===== config.mk =====
export PLATFORM = sky130hd
export DESIGN_NAME = busmatrix_arbiter_flat
export DESIGN_NICKNAME = d
export VERILOG_FILES = /design/src/rtl/busmatrix_pkg.sv /design/src/rtl/busmatrix_arbiter_if.sv /design/src/rtl/busmatrix_rr_pick.sv /design/src/rtl/busmatrix_arbiter.sv /design/src/flat_wrapper.sv
export SDC_FILE = /design/constraint.sdc
export NUM_CORES = 1
export LEC_CHECK = 0
export CAP_MARGIN = 20
export CORE_MARGIN = 2
export CORE_UTILIZATION = 29
export CTS_BUF_LIST = sky130_fd_sc_hd__clkbuf_8
export CTS_CLUSTER_SIZE = 12
export DETAILED_ROUTE_END_ITERATION = 10
export DONT_BUFFER_PORTS = 1
export GPL_ROUTABILITY_DRIVEN = 0
export PLACE_DENSITY = 0.51
export RECOVER_POWER = 50
export SLEW_MARGIN = 15
export SYNTH_ARGS = -nofsm -noshare
export SYNTH_HDL_FRONTEND = slang
export SYNTH_HIERARCHICAL = 1
export SYNTH_SLANG_ARGS = --single-unit

===== constraint.sdc =====
create_clock -name HCLK -period 4.8 [get_ports HCLK]
set_clock_uncertainty 0.1 [all_clocks]
set_input_delay 1.2 -clock HCLK [delete_from_list [all_inputs] [get_ports HCLK]]
set_output_delay 1.2 -clock HCLK [all_outputs]
set_load 0.03 [all_outputs]

===== src/rtl/busmatrix_pkg.sv =====
// Shared definitions for the AHB busmatrix arbiters.
//   - HTRANS / HBURST encodings
//   - burst_beats(): number of beats implied by an HBURST value
//   - onehot_to_idx(): binary index of a one-hot (or zero) select vector
package busmatrix_pkg;

    localparam int unsigned MAX_PORTS = 16;

    localparam logic [1:0] HTRANS_IDLE   = 2'b00;
    localparam logic [1:0] HTRANS_BUSY   = 2'b01;
    localparam logic [1:0] HTRANS_NONSEQ = 2'b10;
    localparam logic [1:0] HTRANS_SEQ    = 2'b11;

    localparam logic [2:0] HBURST_SINGLE = 3'd0;
    localparam logic [2:0] HBURST_INCR   = 3'd1;
    localparam logic [2:0] HBURST_WRAP4  = 3'd2;
    localparam logic [2:0] HBURST_INCR4  = 3'd3;
    localparam logic [2:0] HBURST_WRAP8  = 3'd4;
    localparam logic [2:0] HBURST_INCR8  = 3'd5;
    localparam logic [2:0] HBURST_WRAP16 = 3'd6;
    localparam logic [2:0] HBURST_INCR16 = 3'd7;

    // Open INCR reports a single beat; its length is tracked by the request line instead.
    function automatic logic [4:0] burst_beats(input logic [2:0] hburst);
        logic [4:0] beats;
        case (hburst)
            HBURST_WRAP4,  HBURST_INCR4:  beats = 5'd4;
            HBURST_WRAP8,  HBURST_INCR8:  beats = 5'd8;
            HBURST_WRAP16, HBURST_INCR16: beats = 5'd16;
            default:                      beats = 5'd1;
        endcase
        return beats;
    endfunction

    function automatic logic [3:0] onehot_to_idx(input logic [MAX_PORTS-1:0] onehot);
        logic [3:0] idx;
        idx = '0;
        for (int i = 0; i < int'(MAX_PORTS); i++) begin
            if (onehot[i]) begin
                idx |= 4'(i);
            end
        end
        return idx;
    endfunction

endpackage


===== src/rtl/busmatrix_arbiter_if.sv =====
// Request/select bundle between the slave interfaces and one slave-port arbiter.
//   master modport : request side (req, lock, selected HTRANS/HBURST, HREADYOUT)
//   slave modport  : arbiter side (addr_sel, data_sel, hmaster, hmastlock)
interface busmatrix_arbiter_if #(
    parameter int unsigned NUM_PORTS = 16
);

    logic [NUM_PORTS-1:0] req;
    logic [NUM_PORTS-1:0] lock;
    logic [1:0]           htrans;
    logic [2:0]           hburst;
    logic                 hready;
    logic [NUM_PORTS-1:0] addr_sel;
    logic [NUM_PORTS-1:0] data_sel;
    logic [3:0]           hmaster;
    logic                 hmastlock;

    modport master (
        output req, lock, htrans, hburst, hready,
        input  addr_sel, data_sel, hmaster, hmastlock
    );

    modport slave (
        input  req, lock, htrans, hburst, hready,
        output addr_sel, data_sel, hmaster, hmastlock
    );

endinterface


===== src/rtl/busmatrix_rr_pick.sv =====
// Combinational round-robin picker.
//   i_req    : request vector
//   i_ptr    : index of the last winner; search starts at i_ptr+1 and wraps
//   o_winner : one-hot winner (zero when no request)
//   o_idx    : binary index of the winner
//   o_valid  : at least one request present
// The port at i_ptr is examined last, so a previous winner only wins again when
// nobody else is asking.
module busmatrix_rr_pick #(
    parameter int unsigned NUM_PORTS = 16,
    localparam int unsigned IDX_W = (NUM_PORTS > 1) ? $clog2(NUM_PORTS) : 1
) (
    input  logic [NUM_PORTS-1:0] i_req,
    input  logic [IDX_W-1:0]     i_ptr,
    output logic [NUM_PORTS-1:0] o_winner,
    output logic [IDX_W-1:0]     o_idx,
    output logic                 o_valid
);

    logic [IDX_W-1:0] w_idx;

    always_comb begin
        o_winner = '0;
        o_idx    = '0;
        o_valid  = 1'b0;
        w_idx    = '0;
        for (int unsigned i = 1; i <= NUM_PORTS; i++) begin
            // NUM_PORTS is a power of two, so masking gives the wrap-around.
            w_idx = (i_ptr + IDX_W'(i)) & IDX_W'(NUM_PORTS - 1);
            if (!o_valid && i_req[w_idx]) begin
                o_winner[w_idx] = 1'b1;
                o_idx           = w_idx;
                o_valid         = 1'b1;
            end
        end
    end

endmodule


===== src/rtl/busmatrix_arbiter.sv =====
// Per-slave-port AHB arbiter.
//   HCLK, HRESETn : clock, asynchronous active-low reset
//   io_bus        : req/lock/htrans/hburst/hready in; addr_sel/data_sel (one-hot or zero),
//                   hmaster (owner index) and hmastlock out
// Grants round-robin on accepted address phases and keeps the grant for fixed-length
// bursts, open INCR bursts (while the owner keeps requesting) and locked sequences.
module busmatrix_arbiter
    import busmatrix_pkg::*;
#(
    parameter int unsigned NUM_PORTS = 16
) (
    input logic                 HCLK,
    input logic                 HRESETn,
    busmatrix_arbiter_if.slave  io_bus
);

    localparam int unsigned IDX_W = (NUM_PORTS > 1) ? $clog2(NUM_PORTS) : 1;

    logic [NUM_PORTS-1:0] r_addr_sel;
    logic [NUM_PORTS-1:0] r_data_sel;
    logic [3:0]           r_cnt;
    logic                 r_incr;
    logic [IDX_W-1:0]     r_ptr;

    logic [NUM_PORTS-1:0] w_addr_nxt;
    logic [IDX_W-1:0]     w_ptr_nxt;
    logic [3:0]           w_cnt_nxt;
    logic                 w_incr_nxt;
    logic [4:0]           w_beats;
    logic                 w_owner_req;
    logic                 w_owner_lock;
    logic                 w_hold;
    logic [NUM_PORTS-1:0] w_pick;
    logic [IDX_W-1:0]     w_pick_idx;
    logic                 w_pick_valid;

    // Selects are one-hot, so masking and OR-reducing picks out the owner's bit.
    assign w_owner_req  = |(io_bus.req & r_addr_sel);
    assign w_owner_lock = |(io_bus.lock & r_addr_sel);
    assign w_beats      = burst_beats(io_bus.hburst);

    busmatrix_rr_pick #(
        .NUM_PORTS (NUM_PORTS)
    ) u_rr_pick (
        .i_req    (io_bus.req),
        .i_ptr    (r_ptr),
        .o_winner (w_pick),
        .o_idx    (w_pick_idx),
        .o_valid  (w_pick_valid)
    );

    always_comb begin
        w_cnt_nxt  = r_cnt;
        w_incr_nxt = r_incr;
        case (io_bus.htrans)
            HTRANS_NONSEQ: begin
                w_cnt_nxt  = 4'(w_beats - 5'd1);
                w_incr_nxt = (io_bus.hburst == HBURST_INCR);
            end
            HTRANS_SEQ: begin
                if (r_cnt != 4'd0) begin
                    w_cnt_nxt = r_cnt - 4'd1;
                end
            end
            HTRANS_IDLE: begin
                w_cnt_nxt  = 4'd0;
                w_incr_nxt = 1'b0;
            end
            default: ;  // BUSY leaves burst state alone
        endcase

        // The open-INCR term uses the updated flag so the NONSEQ that opens an
        // INCR burst already holds the grant.
        w_hold = w_owner_lock
               | (io_bus.htrans == HTRANS_BUSY)
               | (w_incr_nxt & w_owner_req)
               | ((io_bus.htrans == HTRANS_NONSEQ) && (w_beats > 5'd1))
               | ((io_bus.htrans == HTRANS_SEQ) && (r_cnt > 4'd1));

        w_addr_nxt = r_addr_sel;
        w_ptr_nxt  = r_ptr;
        if (!w_hold) begin
            if (w_pick_valid) begin
                w_addr_nxt = w_pick;
                w_ptr_nxt  = w_pick_idx;
            end else begin
                w_addr_nxt = '0;
            end
        end
    end

    always_ff @(posedge HCLK or negedge HRESETn) begin
        if (!HRESETn) begin
            r_addr_sel <= '0;
            r_data_sel <= '0;
            r_cnt      <= 4'd0;
            r_incr     <= 1'b0;
            r_ptr      <= IDX_W'(NUM_PORTS - 1);
        end else if (io_bus.hready) begin
            r_addr_sel <= w_addr_nxt;
            r_data_sel <= r_addr_sel;
            r_cnt      <= w_cnt_nxt;
            r_incr     <= w_incr_nxt;
            r_ptr      <= w_ptr_nxt;
        end
    end

    assign io_bus.addr_sel  = r_addr_sel;
    assign io_bus.data_sel  = r_data_sel;
    assign io_bus.hmaster   = onehot_to_idx(MAX_PORTS'(r_addr_sel));
    assign io_bus.hmastlock = w_owner_lock;

    // An owner must keep requesting until its fixed-length burst has completed.
    a_no_early_withdraw: assert property (@(posedge HCLK) disable iff (!HRESETn)
        !(io_bus.hready && (|r_addr_sel) && !w_owner_req &&
          (((io_bus.htrans == HTRANS_NONSEQ) && (w_beats > 5'd1)) ||
           ((io_bus.htrans == HTRANS_SEQ) && (r_cnt > 4'd1)))));

endmodule


===== src/flat_wrapper.sv =====
// flat-port wrapper written by rule: the top's interface ports become plain ports
module busmatrix_arbiter_flat import busmatrix_pkg::*;
#(
    parameter int unsigned NUM_PORTS = 16
)
  (HCLK, HRESETn, io_bus_req, io_bus_lock, io_bus_htrans, io_bus_hburst, io_bus_hready, io_bus_addr_sel, io_bus_data_sel, io_bus_hmaster, io_bus_hmastlock);
  busmatrix_arbiter_if #(.NUM_PORTS(NUM_PORTS)) io_bus_i ();
  input logic HCLK;
  input logic HRESETn;
  input wire logic [$bits(io_bus_i.req)-1:0] io_bus_req;
  input wire logic [$bits(io_bus_i.lock)-1:0] io_bus_lock;
  input wire logic [$bits(io_bus_i.htrans)-1:0] io_bus_htrans;
  input wire logic [$bits(io_bus_i.hburst)-1:0] io_bus_hburst;
  input wire logic [$bits(io_bus_i.hready)-1:0] io_bus_hready;
  output wire logic [$bits(io_bus_i.addr_sel)-1:0] io_bus_addr_sel;
  output wire logic [$bits(io_bus_i.data_sel)-1:0] io_bus_data_sel;
  output wire logic [$bits(io_bus_i.hmaster)-1:0] io_bus_hmaster;
  output wire logic [$bits(io_bus_i.hmastlock)-1:0] io_bus_hmastlock;
  assign io_bus_i.req = io_bus_req;
  assign io_bus_i.lock = io_bus_lock;
  assign io_bus_i.htrans = io_bus_htrans;
  assign io_bus_i.hburst = io_bus_hburst;
  assign io_bus_i.hready = io_bus_hready;
  assign io_bus_addr_sel = io_bus_i.addr_sel;
  assign io_bus_data_sel = io_bus_i.data_sel;
  assign io_bus_hmaster = io_bus_i.hmaster;
  assign io_bus_hmastlock = io_bus_i.hmastlock;
  busmatrix_arbiter #(.NUM_PORTS(NUM_PORTS)) u_core (.HCLK(HCLK), .HRESETn(HRESETn), .io_bus(io_bus_i));
endmodule

* After elaboration in Yosys (flattened, before gate mapping)
Cells that the tools add are included.
** Word-level totals
- Logic and storage cells :: 281
- Input bits :: 40
- Bits in registers :: 41
- Output and inout port bits :: 37
** Cells by class
- Bitwise gates (word level) :: 24
- Eq/ne operators :: 11
- $lt $le $gt $ge :: 34
- Muxes and demuxes :: 131
- $add $sub $neg :: 17
- Reduce and logical (&&, ||, !) cells :: 59
** Operators by type and width (number)
- 16-bit two-way mux :: 17
- 16-bit bitwise OR :: 15
- 4-bit two-way mux :: 24
- 4-bit by 5-bit < comparator with 1-bit output, second input constant :: 16
- 1-bit binary-select mux with 4-bit select :: 16
- 1-bit demux with 4-bit select :: 16
- 4-bit by 1-bit greater-or-equal comparator with 1-bit output, second input constant :: 16
- 1-bit two-way mux :: 49
- 1-bit logical AND :: 33
- 4-bit adder, second input constant :: 8
- 16-bit bitwise AND :: 2
- 16-bit OR reduction :: 2
- 4-bit by 3-bit adder with 4-bit output, second input constant :: 4
- 1-bit zero test :: 15
- 5-bit one-hot mux with 3 select lines :: 1
- 3-bit == test, second input constant :: 4
- 3-bit two-way mux :: 4
- 4-bit one-hot mux with 3 select lines :: 1
- 4-bit by 2-bit adder with 4-bit output, second input constant :: 2
- 4-bit by 1-bit subtractor with 4-bit output, second input constant :: 2
- 3-bit by 2-bit == test with 1-bit output, second input constant :: 2
- 2-bit OR reduction :: 3
- 5-bit by 1-bit > comparator with 1-bit output, second input constant :: 1
- 4-bit by 1-bit adder with 4-bit output, second input constant :: 1
- 16 further kinds :: 22

* Depth between registers and ports, before layout
- Depth in word-level cells :: 50
- Depth in mapped cells :: 21
- Gate-level depth less buffers :: 13

* Cells and area by module
Netlist, hierarchy kept.
** Modules (own cells, without submodules)
- busmatrix_rr_pick :: area an instance 4172.8 um^2, times used 1, cells an instance 598, sequential area each 0.0 um^2
- busmatrix_arbiter :: area an instance 2115.8 um^2, times used 1, cells an instance 185, sequential area each 1031.0 um^2

* Least setup slack after synthesis
Ideal clock, no wire load.
- Path kind :: reg2reg
- Start point :: reg u_core.r_ptr[1]
- End point :: reg u_core.r_addr_sel[14] (netlist: u_core/io_bus.addr_sel[14])
- Stages on the path, launching flop included :: 18
- Buffers on the path :: 5
- Data arrival time :: 4.900 ns
- Setup slack :: -0.280 ns
- Period minus slack after synthesis :: 5.080 ns
- Setup time :: 0.079 ns
- Path through :: dfstp_2 -> buf_2 -> buf_2 -> inv_1 -> ha_1 -> clkbuf_1 -> mux4_2 -> mux4_2 -> or4_1 -> buf_2 -> nor4_4 -> buf_4 -> nand2_1 -> a22o_1 -> o211a_1 -> nand2_1 -> nand2_1 -> mux2i_1
** Between the ends
- Cells in the longest elaborated chain, start to end :: 50
- Elaborated cells on any way between the ends :: 205
** Ends and longest elaborated chain
- from (decl) :: RTL line busmatrix_arbiter.sv:23 : logic [IDX_W-1:0] r_ptr;
- from (signal assigned) :: RTL line busmatrix_arbiter.sv:98 : r_ptr <= IDX_W'(NUM_PORTS - 1);
- from (signal assigned) :: RTL line busmatrix_arbiter.sv:104 : r_ptr <= w_ptr_nxt;
- parallel branches: the longest is 48 deep, another holds 4-bit by 5-bit < comparator with 1-bit output
- 16-bit two-way mux (*) :: RTL line busmatrix_rr_pick.sv:30 : if (!o_valid && i_req[w_idx]) begin
- net u_core.w_pick[14] :: RTL line busmatrix_arbiter.sv:33 : logic [NUM_PORTS-1:0] w_pick;
- 16-bit two-way mux (*) :: RTL line busmatrix_arbiter.sv:83 : if (w_pick_valid) begin
- to (signal assigned) :: RTL line busmatrix_arbiter.sv:100 : r_addr_sel <= w_addr_nxt;
- to (decl) :: RTL line busmatrix_arbiter.sv:19 : logic [NUM_PORTS-1:0] r_addr_sel;
Mark *: on every way through the listed nets, which the timed path passes. The select of a mux whose other input is x is not followed.
A chain may end at the register's enable or synchronous reset.

* Final worst setup path
- Start point :: reg u_core.r_ptr[1]
- End point :: reg u_core.r_addr_sel[7] (netlist: u_core/io_bus.addr_sel[7])
The elaborated chain is that of the path after synthesis.

==> results.rst <==
.. list-table::
   :header-rows: 1

   * - Metric
     - Value
   * - Category of the worst setup path launch point
     - flip-flop
   * - Slowest stage cell on the critical path
     - mux4_2
   * - Hold violation count in the final report
     - 0
   * - Area of the die
     - 22900 um^2
   * - Status
     - complete, no violations
   * - DRC errors left
     - 0
   * - Accumulated negative setup slack
     - 0 ns
   * - Clock buffer count from CTS
     - 5
   * - Setup Crit Path Kind
     - reg2reg
   * - Synthesized instance count
     - 783
   * - Number of antenna violations at the first check in global routing
     - 1
   * - Most common cell type on the critical path
     - buf_4
   * - Dpl hpwl
     - 21900 um
   * - Setup slack on the worst flop-to-flop path
     - 0.13 ns
   * - Unrepaired setup endpoints after global routing
     - false
   * - Min-Delay Path Class
     - reg2reg
   * - Final net count
     - 875
   * - Via count of the first global-routing pass
     - 6793
   * - Global-route wire length before repair
     - 42800 um
   * - Clk_lat worst skew
     - 0.30 ns
   * - Sequential fraction of the synthesis area
     - 0.164
   * - Number of cell rows
     - 53
   * - Avg Synthesized Cell Area
     - 8.03 um^2
   * - Data required time at the worst endpoint
     - 4.92 ns
   * - Routed wire length
     - 28300 um
   * - Depth of the CTS H-tree
     - 2
   * - Flop and latch count out of synthesis
     - 41
   * - Placed cells
     - 1077
   * - Number of buffers on the longest clock path
     - 2
   * - First-pass iteration count of the detailed router
     - 5
   * - Most used flip-flop cell after synthesis
     - dfrtp_1
   * - Core region area
     - 21200 um^2
   * - Arrival @ worst endpoint
     - 4.79 ns
   * - Leftover overflow at the end of global routing
     - 0
   * - Average wire per standard cell
     - 26.0 um
   * - Setup crit end kind
     - flip-flop
   * - Clock tree root buffer cell
     - clkbuf_8
   * - Average via count per standard cell
     - 6.58
   * - Final slew viol count
     - 0
   * - Worst Max-Slew Pin Slew
     - 0.804 ns
   * - Top-Level Pins
     - 77
   * - Post-route clock period utilization
     - 0.973
   * - Post-synth EDFFs
     - 0
   * - Worst max-slew margin expressed relative to the limit
     - 0.460
   * - Synthesis-to-finish area growth
     - 13.0%
   * - P_leak
     - 2.73 nW
   * - Vias
     - 7161
   * - Summed area of non-filler cells in the final layout
     - 7110 um^2
   * - Maximum vdd drop
     - 0.199 mV
   * - Number of buffer cells added on primary ports
     - 0
   * - Count of placed standard cells in the final layout, fillers left out
     - 1088
   * - Cell variety after synth
     - 80
   * - CTS tree
     - built
   * - Antenna diodes
     - 0
   * - Count of synthesis-stage warnings from yosys
     - 6
   * - Highest attainable clock frequency
     - 214 MHz
   * - Syn Nets
     - 846
   * - Clock-pin slew on the worst setup and hold paths
     - 0.08 ns
   * - Overall fraction of global-route tracks in use
     - 0.247
   * - Final critical-path required period
     - 4.67 ns
   * - Chip Height
     - 151 um
   * - Count of maximum capacitance violations
     - 0
   * - Final number of setup-violating endpoints
     - 0
   * - FILL cells
     - 2236
   * - Maximum fanout along the worst path
     - 14
   * - Initial drt markers
     - 858
   * - Total power divided by cell area
     - 214 nW/um^2
   * - Area after detailed placement
     - 6980 um^2
   * - Die X-Extent
     - 151 um
   * - Ordered list of cells on the worst path
     - inv_1, ha_1, buf_4, mux4_2, mux4_2, nor4_4, buf_4, nand4b_1, nor4_2, buf_4, buf_4, and3_1, nor4_1, buf_4, o211ai_1, nand2_1, mux2i_1
   * - Maximum number of pins on one net before global-route repair
     - 42
   * - Effective utilization at floorplan
     - 0.297
   * - Maximum single-stage delay on the critical path
     - 0.58 ns
   * - Detail Route Antenna Nets
     - 0
   * - Proportion of register bits with asynchronous set or reset after synthesis
     - 1.00
   * - Layout cell share with drive strength beyond 1
     - 0.199
   * - Mapped Area
     - 6290 um^2
   * - Clock net sink count
     - 41
cells in the mapped netlist, drive strengths merged (20+ instances only):
cell | number | area, um^2
a21oi | 24 | 120
nand4 | 21 | 131
nor2 | 49 | 184
clkbuf | 35 | 133
inv | 35 | 131
ha | 23 | 288
dfrtp | 37 | 926
buf | 27 | 148
mux2 | 22 | 248
mux4 | 29 | 653
o21ai | 29 | 145
nor3 | 31 | 155
mux2i | 45 | 450
nor4 | 20 | 146
nand3 | 45 | 225
nand2 | 102 | 383
stage by stage:
step | worst slack (ns) | hold WS, ns | total power, W | util
floorplan | 0.0149 | 0.416 | 0.000966 | -
global placement | 0.0756 | 0.439 | 0.00126 | 0.330
detailed placement | -0.00221 | 0.444 | 0.00126 | 0.330
CTS | 0.0786 | 0.463 | 0.00150 | 0.334
global route | 0.000342 | 0.454 | 0.00160 | 0.336
finish | 0.131 | 0.445 | 0.00152 | 0.336
worst paths after layout:
path | endpoint | cells after the start | start
setup / recovery | u_core/io_bus.addr_sel[7] | 17 | u_core/r_ptr[1]
hold / removal | u_core/r_incr | 2 | u_core/r_incr
setup reg to reg | u_core/io_bus.addr_sel[7] | 17 | u_core/r_ptr[1]
hold reg to reg | u_core/r_incr | 2 | u_core/r_incr
max in group asynchronous | u_core/r_ptr[1] | 0 | HRESETn
min in group asynchronous | u_core/io_bus.data_sel[8] | 0 | HRESETn
area by class of cell:
type                       instances  area (um^2)  share of cell area
inverter                          36          135              0.0190
multi-input combinational        644         4870               0.686
clock inverter                     2         7.51             0.00106
clock buffer                       6         82.6              0.0116
tap                              275          344              0.0484
timing repair buffer              84          634              0.0893
sequential                        41         1030               0.145
cells in the final DEF (no fill, tap or decap), types with 5 or more instances in the layout:
master / instances
a31oi_1: 13
buf_4: 83
dfrtp_1: 37
ha_1: 23
and3_1: 9
nand3_1: 45
a211o_1: 5
o221ai_1: 9
nor2_1: 49
nand4_1: 21
mux4_2: 29
and2_1: 9
o211ai_1: 13
xnor2_1: 14
a22o_1: 14
inv_1: 35
nand2_1: 102
nor4_1: 17
nand2b_1: 5
a21oi_1: 24
mux2_2: 19
mux2i_1: 44
o21ai_0: 29
clkbuf_8: 6
or3_1: 6
o2111ai_1: 7
nor3_1: 31
a211oi_1: 6
a221oi_1: 13
a221o_1: 9
critical path, delay by kind of cell (launching register included):
family	cells	cell delay [ns]
simple gates	6	1.20
buf+inv	6	1.14
mux	3	1.10
flops	1	0.57
fa+ha+maj	1	0.37
compound gates	1	0.09
sequential cells by signal, summed over array words and instances (netlist names):
register	flops
u_core/io_bus.addr_sel	16
u_core/io_bus.data_sel	16
u_core/r_ptr	4
u_core/r_cnt	4
u_core/r_incr	1
kinds of logic (layout without fill, tap and decap cells):
logic type	count (synthesis)	after routing	share of synthesized area
AND/OR/NAND/NOR	313	313	0.244
flip-flops	41	41	0.164
AO/OA/AOI/OAI	194	194	0.239
buffers and inverters	98	128	0.0661
XOR/XNOR	18	18	0.0263
multiplexers	96	96	0.215
adder cells (fa/ha/maj)	23	23	0.0458
power breakdown:
| part | switching (W) | internal (W) | leakage [nW] |
|---|---|---|---|
| sequential | 0.0000881 | 0.000378 | 0.434 |
| clock | 0.000128 | 0.000113 | 0.0538 |
| combinational | 0.000503 | 0.000311 | 2.25 |
routing by layer:
metal / share of wire / routed length, um / track usage / vias to the layer above
met5: 0 / 0 / 0 / -
met4: 0.033 / 938 / 0.0715 / 0
met3: 0.084 / 2380 / 0.0370 / 73
met2: 0.45 / 12600 / 0.374 / 443
met1: 0.44 / 12300 / 0.361 / 3567
li1: - / - / - / 3078
timing repair:
item                                    in CTS  in global routing
gates resized for setup                      0                  6
setup buffers                                0                  3
hold buffers                                 0                  0
endpoints found under the setup margin       0                 14
Note: power is estimated with default switching activity, not from simulation.
